--- src/rtl/bg_pix_fifo.sv ---
// ---------------------------------------------------------------------------
// bg_pix_fifo
//
// Pixel prefetch stage that sits directly behind one BG renderer. It paces the
// renderer with seed / move / request strobes and captures every RGB write,
// along with the renderer's offscreen flag, into a show-ahead FIFO. The layer
// mixer then pops pixels from that FIFO with a read strobe. One scan line is
// fetched per video-timing line start.
//
// Parameters
//   pDEPTH           FIFO entries (power of two, at least 2)
//   pLINE_PIX        pixels fetched per line
//
// Ports
//   iCLOCK           clock
//   iRESET           synchronous, active-high reset
//   iFRAME_START     marks a coincident iLINE_START as line 0 of a frame
//   iLINE_START      video timing pulse: begin fetching a new line
//   oPIX_MOVE        to BG iPIX_MOVE
//   oSTART           to BG iSTART (frame seed)
//   oLINE_START      to BG iLINE_START (line seed)
//   oRGB_REQ         to BG iRGB_REQ, one-cycle request pulse
//   iRGB_WRITE       from BG oRGB_WRITE (level, may stay high after a write)
//   iRGB_WRITE_DATA  from BG, 16-bit RGB
//   iOFFSCREEN       from BG oOFFSCREEN
//   iPIX_RD          mixer pops the head entry
//   oPIX_VALID       FIFO not empty
//   oPIX_RGB         head RGB (0 when empty)
//   oPIX_OFFSCREEN   head offscreen flag (1 when empty)
//   oLINE_DONE       every pixel of the current line has been pushed
//   oUNDERFLOW       sticky flag: mixer read an empty FIFO
// ---------------------------------------------------------------------------
module bg_pix_fifo #(
    parameter int pDEPTH    = 16,
    parameter int pLINE_PIX = 320
) (
    input  logic        iCLOCK,
    input  logic        iRESET,
    input  logic        iFRAME_START,
    input  logic        iLINE_START,
    output logic        oPIX_MOVE,
    output logic        oSTART,
    output logic        oLINE_START,
    output logic        oRGB_REQ,
    input  logic        iRGB_WRITE,
    input  logic [15:0] iRGB_WRITE_DATA,
    input  logic        iOFFSCREEN,
    input  logic        iPIX_RD,
    output logic        oPIX_VALID,
    output logic [15:0] oPIX_RGB,
    output logic        oPIX_OFFSCREEN,
    output logic        oLINE_DONE,
    output logic        oUNDERFLOW
);

    localparam int pAW = $clog2(pDEPTH);
    localparam int pCW = pAW + 1;
    localparam int pPW = $clog2(pLINE_PIX + 1);

    localparam logic [pCW-1:0] cDepth   = pCW'(pDEPTH);
    localparam logic [pPW-1:0] cLinePix = pPW'(pLINE_PIX);

    typedef enum logic [2:0] {
        sIDLE,
        sSEED,
        sREQ,
        sWAIT,
        sMOVE,
        sDONE
    } tState;

    tState          state;
    logic           pending;
    logic           pendingFrame;
    logic           seedFrame;
    logic [pPW-1:0] pixCount;
    logic           writePrev;

    logic [16:0]    fifoMem [pDEPTH];
    logic [pAW-1:0] wrPtr;
    logic [pAW-1:0] rdPtr;
    logic [pCW-1:0] fifoCount;
    logic [16:0]    headEntry;

    logic           writeRise;
    logic           lineReq;
    logic           lineFrame;
    logic           seedGo;
    logic           pushEn;
    logic           popEn;
    logic           flushEn;
    logic           underflowHit;

    // Control decisions shared by the sequencer and the FIFO.
    // The renderer holds oRGB_WRITE as a level, so only a rising edge counts
    // as a new write; otherwise a held level would be pushed again on the
    // next request. A line start arriving this very cycle is treated exactly
    // like one that was latched earlier, and the newest pulse decides whether
    // the reseed is a frame seed. A reseed from sWAIT only happens once the
    // renderer has finished its fetch, and that fetched pixel is dropped.
    always_comb begin
        writeRise    = iRGB_WRITE & ~writePrev;
        lineReq      = pending | iLINE_START;
        lineFrame    = iLINE_START ? iFRAME_START : pendingFrame;
        seedGo       = 1'b0;
        case (state)
            sIDLE, sDONE: seedGo = iLINE_START;
            sREQ, sMOVE:  seedGo = lineReq;
            sWAIT:        seedGo = writeRise & lineReq;
            default:      seedGo = 1'b0;
        endcase
        pushEn       = (state == sWAIT) & writeRise & ~lineReq;
        popEn        = iPIX_RD & (fifoCount != '0);
        flushEn      = (state == sSEED);
        underflowHit = iPIX_RD & (fifoCount == '0);
    end

    // Line sequencer. Every strobe is registered and is set on the transition
    // into the state that owns it, so oPIX_MOVE/oSTART/oLINE_START line up
    // with sSEED and sMOVE, oLINE_DONE lines up with sDONE, and oRGB_REQ is a
    // single pulse in the first sWAIT cycle. Only one request is ever in
    // flight and a request is only made with a free FIFO slot, so a push can
    // never find the FIFO full. Mid-line line starts are remembered in
    // 'pending' until the sequencer reaches a point where it can reseed.
    always_ff @(posedge iCLOCK) begin
        if (iRESET) begin
            state        <= sIDLE;
            oPIX_MOVE    <= 1'b0;
            oSTART       <= 1'b0;
            oLINE_START  <= 1'b0;
            oRGB_REQ     <= 1'b0;
            oLINE_DONE   <= 1'b0;
            pending      <= 1'b0;
            pendingFrame <= 1'b0;
            seedFrame    <= 1'b0;
            pixCount     <= '0;
            writePrev    <= 1'b0;
        end else begin
            writePrev   <= iRGB_WRITE;
            oPIX_MOVE   <= 1'b0;
            oSTART      <= 1'b0;
            oLINE_START <= 1'b0;
            oRGB_REQ    <= 1'b0;
            oLINE_DONE  <= 1'b0;

            if (iLINE_START && (state != sIDLE) && (state != sDONE)) begin
                pending      <= 1'b1;
                pendingFrame <= iFRAME_START;
            end

            if (seedGo) begin
                state       <= sSEED;
                oPIX_MOVE   <= 1'b1;
                oSTART      <= lineFrame;
                oLINE_START <= ~lineFrame;
                seedFrame   <= lineFrame;
                pending     <= 1'b0;
            end else begin
                case (state)
                    sIDLE: begin
                        state <= sIDLE;
                    end
                    sSEED: begin
                        pixCount <= '0;
                        state    <= sREQ;
                    end
                    sREQ: begin
                        if (fifoCount < cDepth) begin
                            oRGB_REQ <= 1'b1;
                            state    <= sWAIT;
                        end
                    end
                    sWAIT: begin
                        if (pushEn) begin
                            pixCount  <= pixCount + 1'b1;
                            oPIX_MOVE <= 1'b1;
                            state     <= sMOVE;
                        end
                    end
                    sMOVE: begin
                        if (pixCount == cLinePix) begin
                            oLINE_DONE <= 1'b1;
                            state      <= sDONE;
                        end else begin
                            state <= sREQ;
                        end
                    end
                    sDONE: begin
                        oLINE_DONE <= 1'b1;
                    end
                    default: begin
                        state <= sIDLE;
                    end
                endcase
            end
        end
    end

    // FIFO storage. The array carries no reset: an entry is only visible once
    // the count says it has been written, and the empty case is masked at the
    // outputs below.
    always_ff @(posedge iCLOCK) begin
        if (pushEn) begin
            fifoMem[wrPtr] <= {iOFFSCREEN, iRGB_WRITE_DATA};
        end
    end

    // FIFO pointers and occupancy. The pointers wrap naturally at pDEPTH and
    // the count is one bit wider so that full and empty are distinct. The
    // flush at the line seed wins over a pop in the same cycle; a push and a
    // pop together leave the count unchanged.
    always_ff @(posedge iCLOCK) begin
        if (iRESET || flushEn) begin
            wrPtr     <= '0;
            rdPtr     <= '0;
            fifoCount <= '0;
        end else begin
            if (pushEn) begin
                wrPtr <= wrPtr + 1'b1;
            end
            if (popEn) begin
                rdPtr <= rdPtr + 1'b1;
            end
            case ({pushEn, popEn})
                2'b10:   fifoCount <= fifoCount + 1'b1;
                2'b01:   fifoCount <= fifoCount - 1'b1;
                default: fifoCount <= fifoCount;
            endcase
        end
    end

    // Sticky underflow. It is raised whenever the mixer reads while the FIFO
    // is empty and is only cleared by reset or by a frame seed, so the error
    // stays visible for the rest of the frame. A new underflow in the clearing
    // cycle still wins.
    always_ff @(posedge iCLOCK) begin
        if (iRESET) begin
            oUNDERFLOW <= 1'b0;
        end else begin
            if (flushEn && seedFrame) begin
                oUNDERFLOW <= 1'b0;
            end
            if (underflowHit) begin
                oUNDERFLOW <= 1'b1;
            end
        end
    end

    // Show-ahead outputs. When the FIFO is empty the mixer is handed a
    // transparent pixel (RGB 0, offscreen set) instead of stale storage.
    always_comb begin
        headEntry      = fifoMem[rdPtr];
        oPIX_VALID     = (fifoCount != '0);
        oPIX_RGB       = oPIX_VALID ? headEntry[15:0] : 16'h0000;
        oPIX_OFFSCREEN = oPIX_VALID ? headEntry[16] : 1'b1;
    end

endmodule

--- config.mk ---
export PLATFORM = sky130hd
export DESIGN_NAME = bg_pix_fifo
export DESIGN_NICKNAME = d
export VERILOG_FILES = /design/src/rtl/bg_pix_fifo.sv
export SDC_FILE = /design/constraint.sdc
export NUM_CORES = 1
export LEC_CHECK = 0
export ABC_AREA = 1
export BUFFER_PORTS_ARGS = -buffer_cell sky130_fd_sc_hd__buf_2
export CORE_ASPECT_RATIO = 0.5
export CORE_MARGIN = 10
export CORE_UTILIZATION = 45
export CTS_CLUSTER_SIZE = 12
export DETAILED_ROUTE_END_ITERATION = 10
export SYNTH_ARGS = -nofsm -noshare
export SYNTH_HDL_FRONTEND = slang
export SYNTH_SLANG_ARGS = --single-unit
--- constraint.sdc ---
create_clock -name iCLOCK -period 6.25 [get_ports iCLOCK]
set_input_delay 0.9375 -clock iCLOCK [delete_from_list [all_inputs] [get_ports iCLOCK]]
set_output_delay 0.9375 -clock iCLOCK [all_outputs]
set_load 0.01 [all_outputs]
[After elaboration in Yosys (flattened, before gate mapping)]
Memories as Yosys holds them, arrays and structs flattened. A register that Yosys moved wholly into a read port is not among the register bits.
Index checks and enable logic that the tools add are counted.
Storage, ports and cells
  word-level logic and storage cells: 92
  output and inout bits: 24
  input bits: 23
  register bits: 35
  bits in writable memories: 272
  memories kept: 1
Cells by class
  $add $sub $neg: 5
  order comparisons: 1
  bitwise gates (word level): 13
  equality and inequality tests: 14
  muxes and demuxes: 23
  reduce and logical (&&, ||, !) cells: 19
Memories
  fifoMem: depth 16, width 17, read ports 1, clocked after memory_dff 1, write ports 1, RTL line 79  | logic [16:0] fifoMem [pDEPTH];
Operators by type and width (count)
  case mux 9 bit (2 select lines): 1
  2-to-1 mux 16 bit: 1
  case mux 3 bit (5 select lines): 1
  2-to-1 mux 1 bit: 11
  case mux 5 bit (2 select lines): 1
  adder 9 x 1 -> 9 bit, second input constant: 1
  == test 9 bit, second input constant: 1
  2-to-1 mux 3 bit: 3
  2-to-1 mux 9 bit: 1
  != test 3 bit, second input constant: 3
  AND reduction 3 bit: 3
  adder 4 x 1 -> 4 bit, second input constant: 2
  2-to-1 mux 4 bit: 2
  OR reduction 2 bit: 4
  bitwise AND 1 bit: 6
  == test 3 x 2 -> 1 bit, second input constant: 2
  == test 3 bit, second input constant: 2
  != test 2 bit, second input constant: 3
  inverter 1 bit: 6
  nonzero test 2 bit: 3
  adder 5 x 1 -> 5 bit, second input constant: 1
  zero test 5 bit: 1
  < comparator 5 bit, second input constant: 1
  nonzero test 5 bit: 1
  12 further kinds: 14

[Longest topological paths before layout]
Gate-level depths: netlist (run 1).
  word-level depth: 7
  mapped depth: 14
  gate-level depth less buffers: 14

[Worst setup path after synthesis (run 1)]
No wires, ideal clock.
  path kind: input -> register
  from: in iRGB_WRITE
  to: mem fifoMem[11][0] (enable)
  path buffers: 1
  path slack: 3521 ps
  library setup time: 390 ps
  required time: 5860 ps
  arrival time: 2339 ps
  stages: 7
  cell sequence: inv_1 -> nor2_1 -> nand3_2 -> buf_6 -> inv_1 -> nand3_1 -> nor2_1
Between the ends
  cells in the longest elaborated chain, start to end: 5
RTL lines
  start: declaration: RTL line 45  | input logic iRGB_WRITE,
  bitwise AND 1 bit: RTL line 102  | writeRise = iRGB_WRITE & ~writePrev;
  bitwise AND 1 bit (2 in a row): RTL line 112  | pushEn = (state == sWAIT) & writeRise & ~lineReq;
  2-to-1 mux 1 bit: RTL line 203  | if (pushEn) begin
  2-to-1 mux 1 bit (not written as such): RTL line 204  | fifoMem[wrPtr] <= {iOFFSCREEN, iRGB_WRITE_DATA};
  end: declaration: RTL line 79
Every way passes these cells.

==> results of run 1 <==
-- final timing paths --
check	end	start	slack (ns)	cells after the start
worst max register to register	fifoMem[9][16]	state[0]	3.53	7
worst min-delay path	pendingFrame	pendingFrame	0.46	2
worst max-delay path	oPIX_RGB[7]	flip-flop	1.93	9
worst min register to register	pendingFrame	pendingFrame	0.46	2
-- cell usage after synthesis (4+ instances only) --
cell | instances | share of area (%)
a21oi_1 | 40 | 1.6
buf_2 | 14 | 0.56
buf_4 | 4 | 0.24
clkbuf_1 | 35 | 1.1
dfxtp_1 | 39 | 6.3
edfxtp_1 | 272 | 66
ha_1 | 10 | 1.0
inv_1 | 36 | 1.1
inv_2 | 4 | 0.12
nand2_1 | 39 | 1.2
nand2_2 | 4 | 0.20
nand3_1 | 39 | 1.6
nand3_2 | 4 | 0.32
nor2_1 | 196 | 5.9
nor3_1 | 5 | 0.20
o21ai_0 | 154 | 6.2
o21ai_1 | 8 | 0.32
o221ai_1 | 50 | 3.5
o22ai_1 | 18 | 0.91
xor2_1 | 5 | 0.35
-- power by group through the flow --
stage	Combinational, µW	Clock (µW)	Sequential, µW
finish	1300	1570	2400
CTS	1300	1600	2400
global route	1450	1680	2410
floorplan	936	0	2370
global placement	1270	0	2440
detailed placement	1290	0	2440
-- flip-flops by register name (all words and copies together), names as in the netlist, named ones only --
signal and flops:
oSTART 1, fifoMem 272, pixCount 9, seedFrame 1, wrPtr 4, writePrev 1, state 3, fifoCount 5
oLINE_DONE 1, rdPtr 4, oRGB_REQ 1, oLINE_START 1, pendingFrame 1, oUNDERFLOW 1, pending 1, oPIX_MOVE 1
-- cells by family after synthesis --
logic type / share of synthesized area [%]
XOR/XNOR: 0.423
AO/OA/AOI/OAI: 13.2
adder cells (fa/ha/maj): 1.01
buffers and inverters: 3.34
AND/OR/NAND/NOR: 10.0
flip-flops: 72.0
-- per-layer routing --
| metal | wire [µm] | part of all wire [%] |
|---|---|---|
| met5 | 0 | 0 |
| met2 | 13500 | 44 |
| met1 | 14300 | 47 |
| met3 | 2250 | 7.4 |
| met4 | 468 | 1.5 |
-- layout make-up --
type | instances | area share [%]
flip-flops and latches | 311 | 64.7
multi-input cells | 591 | 22.5
clock buffers | 40 | 5.54
well taps | 352 | 3.18
repair buffers | 67 | 2.80
inverters | 43 | 1.18
clock inverters | 1 | 0.145
-- critical path, cell delays in order (launching register included) --
cell and delay [ns]:
dfxtp_4 0.53, inv_4 0.68, buf_4 0.55, o21ai_0 0.15
o22ai_1 0.15, nor2_1 0.06, nor2_1 0.11, o21ai_0 0.10
a21oi_1 0.18, buf_2 0.19
-- stage by stage --
step | utilization, % | area (µm²) | hold WS, ns | cells | total power, µW
after CTS | 51.7 | 13800 | 0.468 | 1405 | 5300
final | 51.7 | 13800 | 0.461 | 1405 | 5270
after detailed placement | 48.7 | 13100 | 0.459 | 1364 | 3740
after global placement | 48.7 | 13100 | 0.448 | 1364 | 3700
after global routing | 51.7 | 13800 | 0.498 | 1405 | 5540
after floorplan | - | 12400 | 0.430 | 1001 | 3300
==> results.toml, run 1 <==
[run_status]
status = "finished clean"

[floorplanning]
die_w_um = 255
rows = 42
die_h_um = 138
initial_core_util_pct = 46.4
coreArea_mm2 = 0.0268
ios = 47
die_area_mm2 = 0.0351

[setup_path]
crit_type = "flip-flop to primary output"
worstPathMaxFanout = 89
start_kind = "flip-flop"
arrival_ns = 3.39
worstSetupEndpointType = "primary output"
cp.required_ns = 5.31

[global_route]
use_met2_pct = 27.4
top_usage_layer = "met2"
first_global_vias = 8071
grt_pass1_wl_um = 47000
grt_max_degree = 90
gr-usage-met1_pct = 24.5
grtUsageTotal_pct = 17.5
met3_usage_pct = 3.69
antenna_found_initial = 0
grt-ovfl-total = 0

[layout]
layout_common_cells = "edfxtp_1, nor2_1, o21ai_0"
fill_cells = 2257
syn2layout_area_growth_pct = 11.4
multi_input_area_mm2 = 0.00311
final_common_cell = "edfxtp_1"
drive_above_1_share_pct = 13.3
antenna_cells = 0
fin_nets = 1076
seq_area_mm2 = 0.00895

[logic_synthesis]
synth_top_flop_cell = "edfxtp_1"
netlist_instances = 1001
synth_nets = 1034
async_reset_ff_share_pct = 0
synth_area_per_cell_um2 = 12.4
yosysSeqAreaShare_pct = 72.0
synth_warnings = 0
synth.distinct_cells = 39
netlist_area_mm2 = 0.0124
synth-seq-cells = 311
synth_enable_flop_cells = 272

[clocking]
clock_latency_ns = 0.57
cts_buffers = 29
cts_buffer_depth = 3
cts_setup_buffers = 0
root_buffer = "clkbuf_16"
cts.sinks = 311
cts-hold-fix-buffers = 0
cts_tree = "built"
path_clk_slew_ns = 0.06
htreeDepth = 1
cts-resized-gates = 0

[sta]
fin_tns_setup_ns = 0
maxSlewHeadroom_pct = 34.1
fin_crit_ns = 4.32
setup-violations-final = 0
fmax_mhz = 231
tightest_slew_ns = 0.982
hold_viol_final = 0
setup_slack_ns = 1.93
final_max_slew_viol_count = 0
rsz0062_at_grt = "no"
skew_ns = 0.0151
fin_crit_sh_pct = 69.2

[pwr]
powerDensity_mw_per_mm2 = 381
p_seq_share_pct = 45.5
combinationalPowerShare_pct = 24.7
p_leak_uw = 0.00462
internal_power_uw = 3550
swShare_pct = 32.7
switchingPower_uw = 1720
clkPwrFrac_pct = 29.9
peakVddDrop_mv = 0.208

[job]
maxCapViolCount = 0

[detailed_routing]
vias_per_cell = 5.79
drtPass1Iterations = 5
drc = 0
antenna_left = 0
drt_iter0_drc = 808
vias = 8130
wl_per_cell_um = 21.7
routed_wl_um = 30500

[place]
place_hpwl_um = 16800
port_buffers = 46
post-place-ws_ns = 2.56
place_congestion = 0.812

[worst_hold_path]
hp-class = "flip-flop to flip-flop"
No activity file was read; power rests on OpenSTA's default activity.
==> run 2: changes to the inputs <==
Clock period 6.25 ns to 4.3 ns, I/O delays scaled along.
==> results.toml, run 2 (same netlist as run 1, synthesis figures left out) <==
[worst_hold_path]
hold_start = "iRGB_WRITE"
hold_end = "writePrev"
hp-class = "input pin to flip-flop"
hold_path_depth = 3

[sta]
fin_crit_sh_pct = 80.5
setup_slack_ns = 0.839
hold_viol_final = 0
final_max_slew_viol_count = 0
tightest_slew_ns = 1.10
maxSlewHeadroom_pct = 26.4
fmax_mhz = 289
skew_ns = 0.0250
fin_crit_ns = 3.46
setup-violations-final = 0
rsz0062_at_grt = "no"
fin_tns_setup_ns = 0

[clocking]
cts-hold-fix-buffers = 0
path_clk_slew_ns = 0.06
htreeDepth = 1
cts_buffer_depth = 3
cts_tree = "built"
cts_buffers = 30
cts_setup_buffers = 0
root_buffer = "clkbuf_16"
clock_latency_ns = 0.57
cts.sinks = 311
cts-resized-gates = 0

[global_route]
grtUsageTotal_pct = 17.5
first_global_vias = 7941
antenna_found_initial = 0
grt-ovfl-total = 0
grt_max_degree = 92
met3_usage_pct = 3.22
top_usage_layer = "met2"
use_met2_pct = 27.7
gr-usage-met1_pct = 24.8
grt_pass1_wl_um = 46900

[layout]
multi_input_area_mm2 = 0.00310
final_area_mm2 = 0.0139
seq_area_mm2 = 0.00895
fin_nets = 1079
antenna_cells = 0
drive_above_1_share_pct = 13.6
reg_top3 = "fifoMem: 272 flops, pixCount: 9 flops, fifoCount: 5 flops"
syn2layout_area_growth_pct = 11.8
layout_common_cells = "edfxtp_1, nor2_1, o21ai_0"
final_common_cell = "edfxtp_1"
top_register = "fifoMem"
largest_reg_flops = 272
final_core_util_pct = 51.9
fill_cells = 2299

[floorplanning]
coreArea_mm2 = 0.0268
die_area_mm2 = 0.0351
die_h_um = 138
initial_core_util_pct = 46.4
die_w_um = 255
ios = 47
rows = 42

[job]
maxCapViolCount = 0

[setup_path]
r2r-end = "fifoMem[8][15]"
r2r_cells = 7
r2r_start = "state[0]"
arrival_ns = 2.82
worstSetupEndpointType = "primary output"
reg2reg_slack_ns = 1.70
crit_type = "flip-flop to primary output"
cp.required_ns = 3.65
start_kind = "flip-flop"
worstPathMaxFanout = 91

[place]
place_hpwl_um = 17900
placed_cell_area_mm2 = 0.0131
port_buffers = 46
post-place-ws_ns = 1.39
place_congestion = 0.777

[pwr]
fin_total_pwr_uw = 7760
powerDensity_mw_per_mm2 = 559
peakVddDrop_mv = 0.293
p_leak_uw = 0.00465

[detailed_routing]
drt_iter0_drc = 889
wl_per_cell_um = 21.7
antenna_left = 0
drc = 0
vias_per_cell = 5.82
routed_wl_um = 30600
drtPass1Iterations = 4
vias = 8200

[run_status]
status = "finished clean"
[run 2: cell types whose count changed in the layout (fill, tap and decap cells not counted)]
| cell | change |
|---|---|
| clkinv_4 | +1 |
| clkinv_1 | +1 |
| inv_16 | -1 |
| buf_12 | +1 |
| nor2_2 | +2 |
| nor2_4 | -2 |
| clkinv_8 | +1 |
| clkbuf_16 | +1 |
| buf_4 | +1 |
[run 2: how the worst max path moves through the flow]
stage / startpoint / endpoint / slack [ns] / cells after the start
6_report: flip-flop / oPIX_RGB[5] / 0.84 / 9
5_1_grt: flip-flop / oPIX_RGB[5] / 0.57 / 9
4_1_cts: flip-flop / oPIX_RGB[5] / 0.79 / 9
3_5_place_dp: iRGB_WRITE / fifoMem[9][15] / 1.39 / 8
3_3_place_gp: flip-flop / oPIX_RGB[5] / 1.39 / 9
2_1_floorplan: iRGB_WRITE / fifoMem[11][0] / 1.86 / 7
[run 2: layout make-up]
| class | count | share of cell area (%) |
|---|---|---|
| clock buffer | 41 | 5.70 |
| sequential | 311 | 64.4 |
| multi-input combinational | 591 | 22.3 |
| clock inverter | 3 | 0.207 |
| timing repair buffer | 69 | 2.99 |
| tap | 352 | 3.17 |
| inverter | 43 | 1.18 |
[run 2: report_power, final]
part / leakage, µW / total [µW] / switching [µW] / internal (µW)
Clock: 0.000395 / 2330 / 1060 / 1270
Combinational: 0.00149 / 2000 / 1370 / 627
Sequential: 0.00276 / 3430 / 96.7 / 3340
Total: 0.00465 / 7760 / 2530 / 5230
[run 2: metal layers]
layer	part of all wire (%)	up-vias
li1	-	3764
met1	46	4092
met2	46	305
met3	6.7	39
met4	1.6	0
met5	0	-
[run 2: critical path, cell delays in order (launching register included)]
cell	delay [ns]
dfxtp_4	0.36
inv_4	0.63
buf_4	0.37
o21ai_0	0.11
o22ai_1	0.14
nor2_1	0.06
nor2_1	0.09
o21ai_0	0.08
a21oi_1	0.21
buf_2	0.18
[run 2: through the flow]
step                      instances  hold slack, ns
after detailed placement       1366           0.452
after CTS                      1410           0.296
after floorplan                1001           0.430
final                          1410           0.309
after global placement         1366           0.448
after global routing           1410           0.316
==> run 3: changes to the inputs <==
Clock period 4.3 ns to 3 ns, I/O delays scaled along.
==> results.toml, run 3 (same netlist as run 1, synthesis figures left out) <==
[run_status]
status = "finished clean"

[detailed_routing]
antenna_left = 0
wl_met3_um = 2240
drtPass1Iterations = 5
drt_iter0_drc = 699
vias_per_cell = 5.77
vias = 8268
drc = 0
topRoutingLayerUsed = "met4"
m1WireLength_um = 14000
routed_wl_um = 30200
wl_per_cell_um = 21.1
met2_length_um = 13400

[place]
placed_cell_area_mm2 = 0.0133
port_buffers = 46
post-place-ws_ns = 0.575
place_congestion = 0.805
place_hpwl_um = 18200

[sta]
setup_slack_ns = 0.112
final_max_slew_viol_count = 0
setup-violations-final = 0
fin_crit_ns = 2.89
rsz0062_at_grt = "yes"
fin_crit_sh_pct = 96.3
hold_viol_final = 0
skew_ns = 0.0197
fin_tns_setup_ns = 0
maxSlewHeadroom_pct = 61.2
fmax_mhz = 346
tightest_slew_ns = 0.580

[setup_path]
crit_path_cell_trace = "buf_16 -> o21ai_0 -> o22ai_1 -> nor2_1 -> nor2_1 -> o21ai_0 -> a21oi_2 -> buf_2"
cpLargestDelayFamily = "compound AO/OA/AOI/OAI gates"
path_buf_inv = 2
crit_type = "flip-flop to primary output"
worstSetupEndpointType = "primary output"
cp.required_ns = 2.55
crit_slowest_cell = "dfxtp_4"
crit_path_max_incr_delay_ns = 0.46
start_kind = "flip-flop"
arrival_ns = 2.44
worstPathMaxFanout = 84

[floorplanning]
die_w_um = 255
rows = 42
die_area_mm2 = 0.0351
initial_core_util_pct = 46.4
die_h_um = 138
ios = 47
coreArea_mm2 = 0.0268

[clocking]
cts_buffers = 30
cts_buffer_depth = 3
cts_setup_buffers = 0
path_clk_slew_ns = 0.07
cts.sinks = 311
cts-hold-fix-buffers = 0
cts_tree = "built"
root_buffer = "clkbuf_16"
clock_latency_ns = 0.57
htreeDepth = 1

[layout]
fill_cells = 2284
reg_top3 = "fifoMem: 272 flops, pixCount: 9 flops, fifoCount: 5 flops"
top_register = "fifoMem"
largest_reg_flops = 272
multi_input_area_mm2 = 0.00311
layout_common_cells = "edfxtp_1, nor2_1, o21ai_0"
drive_above_1_share_pct = 15.8
final_common_cell = "edfxtp_1"
final_area_mm2 = 0.0142
syn2layout_area_growth_pct = 13.9
seq_area_mm2 = 0.00895
antenna_cells = 0
fin_nets = 1101

[global_route]
grt-ovfl-total = 0
grtUsageTotal_pct = 17.3
antenna_found_initial = 0
first_global_vias = 7960
grt_max_degree = 85
grt_pass1_wl_um = 46600

[worst_hold_path]
hp-class = "input pin to flip-flop"

[pwr]
powerDensity_mw_per_mm2 = 798
p_leak_uw = 0.00480
peakVddDrop_mv = 0.420

[job]
maxCapViolCount = 0
run 3: cell types whose count changed in the layout (fill, tap and decap cells not counted), moves of 2 or more:
cell / previous run / this run
buf_6: 0 / 2
buf_4: 22 / 39
clkbuf_1: 11 / 9
buf_12: 1 / 3
clkbuf_2: 0 / 2
clkbuf_8: 0 / 2
run 3: power by group:
part / switching, µW / internal [µW] / total [µW]
Sequential: 101 / 4780 / 4880
Combinational: 2030 / 989 / 3020
Clock: 1510 / 1870 / 3390
run 3: what timing repair did:
item                       CTS  global route
resized for setup            1             6
hold endpoints to repair     0             0
setup endpoints to repair    4            14
pin swaps                    0             0
run 3: cell type report:
cell class / instances / share of cell area, %
Timing Repair Buffer: 91 / 4.47
Tap cell: 352 / 3.11
Clock inverter: 3 / 0.168
Sequential cell: 311 / 63.3
Inverter: 43 / 1.22
Multi-Input combinational cell: 591 / 22.0
Clock buffer: 43 / 5.81
run 3: per-stage QoR:
| stage | hold slack, ns | util [%] | instances | power [µW] |
|---|---|---|---|---|
| floorplan | 0.430 | - | 1001 | 6880 |
| global placement | 0.447 | 49.5 | 1388 | 7890 |
| detailed placement | 0.464 | 49.5 | 1388 | 7950 |
| CTS | 0.101 | 52.7 | 1434 | 11300 |
| global route | 0.136 | 52.8 | 1434 | 11900 |
| finish | 0.118 | 52.8 | 1434 | 11300 |
run 3: routing by layer:
metal,up-vias,GRT usage [%]
li1,3812,-
met1,4109,25.3
met2,302,26.3
met3,45,3.18
met4,0,3.78
met5,-,0
run 3: worst register-to-register path, delay by kind of cell (launching register included):
| kind | cells | cell delay, ns |
|---|---|---|
| flops | 1 | 0.42 |
| buf+inv | 1 | 0.04 |
| xor+xnor | 1 | 0.22 |
| fa+ha+maj | 2 | 0.56 |
| simple gates | 9 | 0.92 |
run 3: final timing paths:
path                     start           end  slack, ns  cells past startpoint
setup / recovery     flip-flop   oPIX_RGB[9]       0.11                      8
hold / removal      iRGB_WRITE     writePrev       0.12                      3
setup reg to reg      state[0]  fifoCount[4]       0.75                     13
hold reg to reg   pendingFrame  pendingFrame       0.47                      2
